$ cat src/rtl/ddr3_upload_arbiter_if.sv
// Upload-side bus between the requesters, the arbiter and the DDR3 write channel.
// master = requester/channel side, slave = arbiter.
interface ddr3_upload_arbiter_if #(
    parameter int NREQ = 3
);
    logic [NREQ-1:0][27:0] req_addr;
    logic [NREQ-1:0][7:0]  req_din;
    logic [NREQ-1:0]       req_upload;
    logic [NREQ-1:0]       req_wr;
    logic [NREQ-1:0]       req_ready;
    logic [NREQ-1:0]       grant;
    logic [27:0]           ddr3_addr;
    logic [7:0]            ddr3_din;
    logic                  ddr3_upload;
    logic                  ddr3_wr;
    logic                  ddr3_ready;
    logic                  wr_err;

    modport master (
        output req_addr, req_din, req_upload, req_wr, ddr3_ready,
        input  req_ready, grant, ddr3_addr, ddr3_din, ddr3_upload, ddr3_wr, wr_err
    );

    modport slave (
        input  req_addr, req_din, req_upload, req_wr, ddr3_ready,
        output req_ready, grant, ddr3_addr, ddr3_din, ddr3_upload, ddr3_wr, wr_err
    );
endinterface

$ cat src/rtl/ddr3_upload_arbiter.sv
// Round-robin arbiter granting one upload session at a time onto the DDR3 write channel.
// Optional DDR3_ARB_TIMEOUT_EN: idle-grant watchdog with sticky timeout_flag output.
//
// state   | meaning
// IDLE    | no owner, pick next requester round-robin from rr_ptr
// GRANT   | one requester owns the channel, signals muxed through
// RELEASE | one dead cycle, rr_ptr advances past the last owner
module ddr3_upload_arbiter #(
    parameter int          NREQ           = 3,
    parameter logic [15:0] TIMEOUT_CYCLES = 16'hFFFF
) (
    input  logic                    clk,
    input  logic                    reset,
`ifdef DDR3_ARB_TIMEOUT_EN
    output logic                    timeout_flag,
`endif
    ddr3_upload_arbiter_if.slave    bus
);
    localparam int PW = (NREQ > 2) ? $clog2(NREQ) : 1;

    typedef enum logic [1:0] {IDLE, GRANT, RELEASE} state_t;

    state_t          state;
    logic [NREQ-1:0] grant_q;
    logic            upload_q;
    logic            wr_err_q;
    logic [PW-1:0]   rr_ptr;
    logic [PW-1:0]   gidx;
    logic [PW-1:0]   next_idx;
    logic            any_req;
    logic            time_up;
    logic [27:0]     addr_mux;
    logic [7:0]      din_mux;

    // First requesting index at or after rr_ptr, wrapping modulo NREQ.
    always_comb begin
        next_idx = '0;
        any_req  = 1'b0;
        for (int i = 0; i < NREQ; i++) begin
            int c;
            c = int'(rr_ptr) + i;
            if (c >= NREQ) c = c - NREQ;
            if (!any_req && bus.req_upload[c]) begin
                any_req  = 1'b1;
                next_idx = PW'(c);
            end
        end
    end

    always_comb begin
        addr_mux = '0;
        din_mux  = '0;
        for (int i = 0; i < NREQ; i++) begin
            if (grant_q[i]) begin
                addr_mux = addr_mux | bus.req_addr[i];
                din_mux  = din_mux  | bus.req_din[i];
            end
        end
    end

    assign bus.grant       = grant_q;
    assign bus.ddr3_upload = upload_q;
    assign bus.wr_err      = wr_err_q;
    assign bus.ddr3_addr   = addr_mux;
    assign bus.ddr3_din    = din_mux;
    assign bus.ddr3_wr     = |(bus.req_wr & grant_q);
    assign bus.req_ready   = grant_q & {NREQ{bus.ddr3_ready}};

`ifdef DDR3_ARB_TIMEOUT_EN
    localparam logic [15:0] TMR_LOAD = TIMEOUT_CYCLES - 16'd1;
    logic [15:0] tmr;
    logic        to_flag_q;
    assign time_up      = (tmr == 16'd0) && !bus.ddr3_wr;
    assign timeout_flag = to_flag_q;
`else
    assign time_up = 1'b0;
`endif

    always_ff @(posedge clk or posedge reset) begin
        if (reset) begin
            state    <= IDLE;
            grant_q  <= '0;
            upload_q <= 1'b0;
            wr_err_q <= 1'b0;
            rr_ptr   <= '0;
            gidx     <= '0;
`ifdef DDR3_ARB_TIMEOUT_EN
            tmr       <= '0;
            to_flag_q <= 1'b0;
`endif
        end else begin
            if (|(bus.req_wr & ~grant_q)) wr_err_q <= 1'b1;
            case (state)
                IDLE: begin
                    if (any_req) begin
                        state    <= GRANT;
                        grant_q  <= {{(NREQ-1){1'b0}}, 1'b1} << next_idx;
                        upload_q <= 1'b1;
                        gidx     <= next_idx;
`ifdef DDR3_ARB_TIMEOUT_EN
                        tmr <= TMR_LOAD;
`endif
                    end
                end
                GRANT: begin
                    if (!bus.req_upload[gidx] || time_up) begin
                        state    <= RELEASE;
                        grant_q  <= '0;
                        upload_q <= 1'b0;
                    end
`ifdef DDR3_ARB_TIMEOUT_EN
                    // Down-counter reloads on every forwarded write.
                    if (time_up)           to_flag_q <= 1'b1;
                    else if (bus.ddr3_wr)  tmr <= TMR_LOAD;
                    else                   tmr <= tmr - 16'd1;
`endif
                end
                RELEASE: begin
                    state  <= IDLE;
                    rr_ptr <= (gidx == PW'(NREQ-1)) ? '0 : gidx + 1'b1;
                end
                default: state <= IDLE;
            endcase
        end
    end
endmodule

$ cat src/flat_wrapper.sv
// flat-port wrapper written by rule: the top's interface ports become plain ports
module ddr3_upload_arbiter_flat 
#(
    parameter int          NREQ           = 3,
    parameter logic [15:0] TIMEOUT_CYCLES = 16'hFFFF
)
  (clk, reset, bus_req_addr, bus_req_din, bus_req_upload, bus_req_wr, bus_ddr3_ready, bus_req_ready, bus_grant, bus_ddr3_addr, bus_ddr3_din, bus_ddr3_upload, bus_ddr3_wr, bus_wr_err);
  ddr3_upload_arbiter_if #(.NREQ(NREQ)) bus_i ();
  input  logic clk;
  input  logic reset;
  input wire logic [$bits(bus_i.req_addr)-1:0] bus_req_addr;
  input wire logic [$bits(bus_i.req_din)-1:0] bus_req_din;
  input wire logic [$bits(bus_i.req_upload)-1:0] bus_req_upload;
  input wire logic [$bits(bus_i.req_wr)-1:0] bus_req_wr;
  input wire logic [$bits(bus_i.ddr3_ready)-1:0] bus_ddr3_ready;
  output wire logic [$bits(bus_i.req_ready)-1:0] bus_req_ready;
  output wire logic [$bits(bus_i.grant)-1:0] bus_grant;
  output wire logic [$bits(bus_i.ddr3_addr)-1:0] bus_ddr3_addr;
  output wire logic [$bits(bus_i.ddr3_din)-1:0] bus_ddr3_din;
  output wire logic [$bits(bus_i.ddr3_upload)-1:0] bus_ddr3_upload;
  output wire logic [$bits(bus_i.ddr3_wr)-1:0] bus_ddr3_wr;
  output wire logic [$bits(bus_i.wr_err)-1:0] bus_wr_err;
  assign bus_i.req_addr = bus_req_addr;
  assign bus_i.req_din = bus_req_din;
  assign bus_i.req_upload = bus_req_upload;
  assign bus_i.req_wr = bus_req_wr;
  assign bus_i.ddr3_ready = bus_ddr3_ready;
  assign bus_req_ready = bus_i.req_ready;
  assign bus_grant = bus_i.grant;
  assign bus_ddr3_addr = bus_i.ddr3_addr;
  assign bus_ddr3_din = bus_i.ddr3_din;
  assign bus_ddr3_upload = bus_i.ddr3_upload;
  assign bus_ddr3_wr = bus_i.ddr3_wr;
  assign bus_wr_err = bus_i.wr_err;
  ddr3_upload_arbiter #(.NREQ(NREQ), .TIMEOUT_CYCLES(TIMEOUT_CYCLES)) u_core (.clk(clk), .reset(reset), .bus(bus_i));
endmodule
$ cat config.mk
export PLATFORM = sky130hd
export DESIGN_NAME = ddr3_upload_arbiter_flat
export DESIGN_NICKNAME = d
export VERILOG_FILES = /design/src/rtl/ddr3_upload_arbiter_if.sv /design/src/rtl/ddr3_upload_arbiter.sv /design/src/flat_wrapper.sv
export SDC_FILE = /design/constraint.sdc
export NUM_CORES = 1
export LEC_CHECK = 0
export CAP_MARGIN = 20
export CORE_MARGIN = 2
export CORE_UTILIZATION = 28
export DETAILED_ROUTE_END_ITERATION = 6
export GPL_TIMING_DRIVEN = 0
export PLACE_DENSITY = 0.86
export SETUP_SLACK_MARGIN = 0.5
export SYNTH_ARGS = -nofsm -noshare
export SYNTH_HDL_FRONTEND = slang
export SYNTH_SLANG_ARGS = --single-unit
$ cat constraint.sdc
create_clock -name clk -period 6.04 [get_ports clk]
set_input_delay 0.906 -clock clk [delete_from_list [all_inputs] [get_ports clk]]
set_output_delay 0.906 -clock clk [all_outputs]
set_load 0.005 [all_outputs]
==> results of run 1 <==
==> per-stage QoR <==
| step | setup slack, ns | utilization (%) | cell area (um^2) | std cells | power [mW] |
|---|---|---|---|---|---|
| after CTS | 2.87 | 68.6 | 3030 | 376 | 1.08 |
| after global placement | 2.87 | 67.5 | 2980 | 372 | 0.984 |
| after detailed placement | 2.88 | 67.5 | 2980 | 372 | 1.00 |
| after global routing | 2.79 | 68.6 | 3030 | 376 | 1.16 |
| after floorplan | 3.85 | - | 1310 | 159 | 0.569 |
| final | 2.89 | 68.6 | 3030 | 376 | 1.07 |
==> logic make-up (layout without fill, tap and decap cells) <==
family,after synthesis,in the layout,synth area share [%]
DFF,11,11,21.1
buffers and inverters,57,222,17.3
muxes,7,7,5.66
and+or+nand+nor,22,22,9.78
AOI/OAI and AO/OA,58,58,42.4
adders and majority gates,4,4,3.84
==> how the worst max path moves through the flow <==
stage | start | to | slack [ns]
after detailed placement | bus_req_addr[54] | bus_ddr3_addr[26] | 2.88
after CTS | bus_req_addr[54] | bus_ddr3_addr[26] | 2.87
after global routing | bus_req_addr[54] | bus_ddr3_addr[26] | 2.79
after floorplan | bus_req_addr[28] | bus_ddr3_addr[0] | 3.85
after global placement | bus_req_din[15] | bus_ddr3_din[7] | 2.87
final | bus_req_addr[54] | bus_ddr3_addr[26] | 2.89
==> state kept, by name, indices dropped and copies added (netlist names) <==
register / flops
u_core.bus.grant: 3
u_core.gidx: 2
u_core.rr_ptr: 2
u_core.state: 2
u_core.bus.ddr3_upload: 1
u_core.bus.wr_err: 1
==> cell usage after synthesis (all sizes together) (3+ instances only) <==
master	number	share of area (%)
mux2	3	2.6
nand2b	3	1.4
dfrtp	11	21
and2	4	1.9
o22ai	4	2.9
a222oi	37	28
nand2	6	1.7
nand3b	3	1.7
mux2i	4	3.1
inv	44	13
ha	4	3.8
o31ai	3	2.8
clkbuf	12	4.2
==> power by group through the flow <==
stage | Combinational, mW | Clock, mW | Sequential, mW
floorplan | 0.440 | 0 | 0.128
global placement | 0.851 | 0 | 0.133
detailed placement | 0.866 | 0 | 0.135
CTS | 0.870 | 0.0757 | 0.134
global route | 0.946 | 0.0789 | 0.138
finish | 0.865 | 0.0735 | 0.134
==> worst min-delay path: cells and delay by family (launching register included) <==
kind / cells / cell delay, ns
AND/OR/NAND/NOR: 2 / 0.10
flip-flops: 1 / 0.35
==> final cells by class <==
cell class                 count  area, um^2
sequential                    11         275
multi-input combinational     91         805
fill                         376        1390
clock buffer                   4        45.0
tap                           52        65.1
buffer                        13        60.1
inverter                      44         165
timing repair buffer         161        1610
==> routing by layer <==
metal	part of all wire, %	wire (um)	up-vias	track usage (%)
met2	53	3480	92	43.6
met3	8.6	567	11	5.28
met5	0	0	-	0
met1	37	2460	911	27.9
li1	-	-	951	-
met4	1.4	92	0	5.66
==> summary.md, run 1 <==
| Metric | Value |
|---|---|
| R2R setup slack | `3.88 ns` |
| Failing checks | `design-rule violations` |
| Cell Pwr Density | `354 nW/um^2` |
| Final Hold Fails | `0` |
| Crit start category | `primary input` |
| Routability cong. | `0.917` |
| Post-CTS Setup Repair Bufs | `0` |
| CP delay by family, top | `buffers and inverters` |
| Ant diodes | `0` |
| Antenna-violating nets left | `0` |
| WHS | `0.484 ns` |
| Largest net degree at the start of global routing | `12` |
| Area grow syn2layout | `132%` |
| Worst slew pin tran | `0.507 ns` |
| Hold-fix buffers at CTS | `0` |
| Worst Skew | `between 0.002 and 0.0025 ns` |
| Final setup TNS | `0 ns` |
| Total GRT Usage | `23.8%` |
| Crit-path slowest cell | `clkdlybuf4s50_1` |
| RSZ-0062 raised after global routing | `no` |
| Worst EP arrival | `2.24 ns` |
| Clock Latency Late Sink | `between 0.2 and 0.25 ns` |
| # rows | `24` |
| Global-route wire length before repair | `between 9 and 10 mm` |
| Boundary Pins | `162` |
| Drt pass-1 iters | `7` |
| Reg2Reg Depth | `6` |
| Layout cell share with drive strength beyond 1 | `under 10%` |
| Clock network fraction of total power | `6.9%` |
| Cell internal pwr | `643 uW` |
| Synth async-reset ratio | `100%` |
| Maximum vdd drop | `245 uV` |
| Yosys cell types | `37` |
| Die Y | `72.3 um` |
| Reg clk slew, reported paths | `about 0.050 ns` |
| Via-to-Cell Ratio | `roughly 5.2` |
| Core area | `4410 um^2` |
| Synthesized area per cell | `8.21 um^2` |
| Vias | `1,965` |
| Switching share of power | `40.1%` |
| TritonCTS Buffers | `3` |
| Commonest non-fill, non-tap cell in the layout | `clkdlybuf4s50_1` |
| Critical R2R Capture | `u_core.bus.grant[1]` |
| Root Buffer | `clkbuf_8` |
| 1st-iter DRT viols | `253` |
| Longest Clk Path Bufs | `2` |
| CP Class | `primary input to output pin` |
| Hold crit path type | `flop to flop` |
| CP Max Fanout | `1` |
| Max-cap violation count | `0` |
| Drc violations | `1` |
| Seq pwr share | `12.5%` |
| CTS tree | `built` |
| Logic pwr share | `80.7%` |
| Pleak | `~1.3 nW` |
| CP bufs+invs | `3` |
| PortBufs | `161` |
| Slew headroom | `66.2%` |
| DP Wirelength | `5.44 mm` |
| Hold depth | `2` |
| Synth warn | `0` |
| Initial antenna violation count | `0` |
| Worst path required time | `5.13 ns` |
| Setup violators final | `0` |
| Most frequent cells in the layout | `161 x clkdlybuf4s50_1, 44 x inv_1, 37 x a222oi_1` |
| Die Width | `a little over 70 um` |
| Final wirelength | `6.60 mm` |
| Post-synthesis sequential area ratio | `approximately a fifth` |
| FF-to-FF Start | `u_core.rr_ptr[1]` |
| Number of global-route vias before repair | `1,908` |
| Maximum clock rate | `318 MHz` |
| TritonCTS sink count | `11` |
| Setup crit end kind | `output pin` |
| CP dominant cell by count | `clkdlybuf4s50_1` |
| Synthesis-stage register bit count | `11` |
| Synth Flop Type | `dfrtp_1` |
| Hold Path Origin | `u_core.bus.ddr3_upload` |
| Nets | `between 400 and 500` |
| GRT overflow | `0` |
| Initial Util | `just under 30%` |
| Critical path depth | `4` |
| WHS Endpoint | `u_core.bus.ddr3_upload` |
| Die area | `5220 um^2` |
| Psw | `430 uW` |
| Outcome | `finished, violations left` |
| Syn Inst Count | `between 150 and 200` |
| Crit path largest cell delay | `between 0.4 and 0.5 ns` |
| Crit share post-route | `a little over half` |
| Post-synth EDFFs | `0` |
| Syn nets | `280` |
| Slew Viols, Final | `0` |
| # resized after CTS | `0` |
| Crit-path cells | `clkdlybuf4s50_1 > a222oi_1 > inv_1 > clkdlybuf4s50_1` |
| H-tree levels | `1` |
| Routed length per instance | `17.6 um` |
| Mapped cell area | `1310 um^2` |
| Tmin final | `around 3.1 ns` |
Note: power is estimated with default switching activity, not from simulation.
==> inputs of run 2 (changes only) <==
--- a/config.mk
+++ b/config.mk
@@ -7,10 +7,10 @@
 export LEC_CHECK = 0
 export CAP_MARGIN = 20
 export CORE_MARGIN = 2
-export CORE_UTILIZATION = 28
+export CORE_UTILIZATION = 26
 export DETAILED_ROUTE_END_ITERATION = 6
 export GPL_TIMING_DRIVEN = 0
-export PLACE_DENSITY = 0.86
+export PLACE_DENSITY = 0.81
 export SETUP_SLACK_MARGIN = 0.5
 export SYNTH_ARGS = -nofsm -noshare
 export SYNTH_HDL_FRONTEND = slang
==> constraint.sdc (replaced) <==
create_clock -name clk -period 3 [get_ports clk]
set_input_delay 0.45 -clock clk [delete_from_list [all_inputs] [get_ports clk]]
set_output_delay 0.45 -clock clk [all_outputs]
set_load 0.005 [all_outputs]
==> summary.md, run 2 (same netlist as run 1, synthesis figures left out) <==
| Metric | Value |
|---|---|
| Final Power | `2.16 mW (was 1.07 mW)` |
| CTS tree | `built (unchanged)` |
| Outcome | `finished, violations left (unchanged)` |
| Max-cap violation count | `0 (unchanged)` |
| Placed cell count | `387 (was 372)` |
| Pleak | `1.35 nW (unchanged)` |
| Nets | `446 (unchanged)` |
| Initial Util | `27.3% (was 29.6%)` |
| Failing checks | `design-rule violations (unchanged)` |
| Core area | `4790 um^2 (was 4410 um^2)` |
| DP Wirelength | `5.47 mm (was 5.44 mm)` |
| Hold depth | `2 (unchanged)` |
| Reg2Reg Depth | `6 (unchanged)` |
| Maximum vdd drop | `409 uV (was 245 uV)` |
| Total GRT Usage | `20.4% (was 23.8%)` |
| Layout cell share with drive strength beyond 1 | `4.32% (unchanged)` |
| Drc violations | `10 (was 1)` |
| Crit start category | `flop (was primary input)` |
| Largest net degree at the start of global routing | `12 (unchanged)` |
| RSZ-0062 raised after global routing | `no (unchanged)` |
| Final wirelength | `6.60 mm (about the same)` |
| Commonest non-fill, non-tap cell in the layout | `clkdlybuf4s50_1 (unchanged)` |
| Number of global-route vias before repair | `1,841 (was 1,908)` |
| # resized after CTS | `0 (unchanged)` |
| CP bufs+invs | `3 (unchanged)` |
| Global-route wire length before repair | `8.88 mm (was 9.76 mm)` |
| # rows | `25 (was 24)` |
| TritonCTS sink count | `11 (unchanged)` |
| CP Max Fanout | `10 (was 1)` |
| Drt pass-1 iters | `7 (unchanged)` |
| Die area | `5600 um^2 (was 5220 um^2)` |
| CP delay by family, top | `buffers and inverters (unchanged)` |
| PortBufs | `161 (unchanged)` |
| Slew headroom | `66.8% (was 66.2%)` |
| Routed length per instance | `16.9 um (was 17.6 um)` |
| Final setup TNS | `0 ns (unchanged)` |
| Crit share post-route | `79.1%` |
| Crit path largest cell delay | `0.47 ns (was 0.45 ns)` |
| Max FFs per register | `3 (unchanged)` |
| Critical path depth | `4 (unchanged)` |
| Fillers | `432 (was 376)` |
| Hold crit path type | `flop to flop (unchanged)` |
| Via-to-Cell Ratio | `5.15 (was 5.23)` |
| GRT overflow | `0 (unchanged)` |
| Worst slew pin tran | `0.498 ns (was 0.507 ns)` |
| Most frequent cells in the layout | `161 x clkdlybuf4s50_1, 44 x inv_1, 37 x a222oi_1 (unchanged)` |
| Reg clk slew, reported paths | `0.05 ns (about the same)` |
| Final Hold Fails | `0 (unchanged)` |
| Area grow syn2layout | `133% (was 132%)` |
| Tmin final | `2.37 ns` |
| Antenna-violating nets left | `0 (unchanged)` |
| Post-CTS Setup Repair Bufs | `0 (unchanged)` |
| 1st-iter DRT viols | `204 (was 253)` |
| Die Y | `74.8 um (was 72.3 um)` |
| Worst slack, placed | `0.668 ns (was 2.88 ns)` |
| Post-Layout Cell Count | `391 (was 376)` |
| TritonCTS Buffers | `3 (unchanged)` |
| Routability cong. | `0.858 (was 0.917)` |
| Clock Latency Late Sink | `0.24 ns (about the same)` |
| Setup crit end kind | `output pin (unchanged)` |
| Worst path required time | `2.55 ns (was 5.13 ns)` |
| Slew Viols, Final | `0 (unchanged)` |
| Hold-fix buffers at CTS | `0 (unchanged)` |
| Crit-path cells | `clkbuf_1 > a222oi_1 > inv_1 > clkdlybuf4s50_1 (was clkdlybuf4s50_1 > a222oi_1 > inv_1 > clkdlybuf4s50_1)` |
| Maximum clock rate | `421 MHz` |
| CP Class | `flop to output pin (was primary input to output pin)` |
| Cell Pwr Density | `709 nW/um^2 (was 354 nW/um^2)` |
| Boundary Pins | `162 (unchanged)` |
| Worst EP arrival | `1.92 ns (was 2.24 ns)` |
| Root Buffer | `clkbuf_8 (unchanged)` |
| Crit path setup slack, layout | `0.626 ns (was 2.89 ns)` |
| Worst Skew | `0.00300 ns (was 0.00225 ns)` |
| H-tree levels | `1 (unchanged)` |
| Setup violators final | `0 (unchanged)` |
| Ant diodes | `0 (unchanged)` |
| Vias | `2,014 (was 1,965)` |
| Initial antenna violation count | `0 (unchanged)` |
| Die Width | `74.8 um (was 72.3 um)` |
| Longest Clk Path Bufs | `2 (unchanged)` |
| Crit-path slowest cell | `clkdlybuf4s50_1 (unchanged)` |
-- run 2: cell counts in the layout (fill, tap and decap cells not counted) --
No cell type changed its count.
-- run 2: final cells by class --
cell class / count / area (um^2) / area share [%]
Buffer: 13 / 60.1 / 1.97
Timing Repair Buffer: 161 / 1610 / 52.9
Inverter: 44 / 165 / 5.42
Sequential cell: 11 / 275 / 9.04
Tap cell: 67 / 83.8 / 2.75
Multi-Input combinational cell: 91 / 805 / 26.4
Clock buffer: 4 / 45.0 / 1.48
-- run 2: report_power, final --
part | switching [mW] | internal (mW) | leakage [nW] | total [mW]
Clock | 0.0541 | 0.0932 | 0.0228 | 0.147
Sequential | 0.0626 | 0.210 | 0.134 | 0.273
Combinational | 0.749 | 0.991 | 1.19 | 1.74
Total | 0.866 | 1.29 | 1.35 | 2.16
-- run 2: path summary, 6_finish.rpt --
| path | start | endpoint | slack (ns) |
|---|---|---|---|
| worst max-delay path | u_core.bus.grant[2] | bus_ddr3_addr[19] | 0.63 |
| worst min-delay path | u_core.bus.ddr3_upload | u_core.bus.ddr3_upload | 0.49 |
| worst max register to register | u_core.rr_ptr[0] | u_core.bus.grant[1] | 0.85 |
| worst min register to register | u_core.bus.ddr3_upload | u_core.bus.ddr3_upload | 0.49 |
| max in group asynchronous | reset | u_core.state[0] | 2.20 |
| min in group asynchronous | reset | u_core.bus.grant[1] | 0.51 |
-- run 2: stage by stage --
| step | hold WS, ns | util, % | instance area, um^2 |
|---|---|---|---|
| after global placement | 0.470 | 62.7 | 3000 |
| after global routing | 0.529 | 63.6 | 3050 |
| after detailed placement | 0.470 | 62.7 | 3000 |
| after floorplan | 0.302 | - | 1310 |
| final | 0.485 | 63.6 | 3050 |
| after CTS | 0.487 | 63.6 | 3050 |
-- run 2: layer usage --
layer	wire length, um	part of all wire [%]	GRT usage, %	vias up
met2	3410	52	36.7	91
met1	2660	40	25.6	960
li1	-	-	-	955
met3	487	7.4	3.35	8
met4	46	0.70	4.17	0
met5	0	0	0	-
-- run 2: worst min-delay path: cells and delay by family, from the launching register on --
kind	cells	cell delay (ns)
AND/OR/NAND/NOR	2	0.10
flip-flops	1	0.35
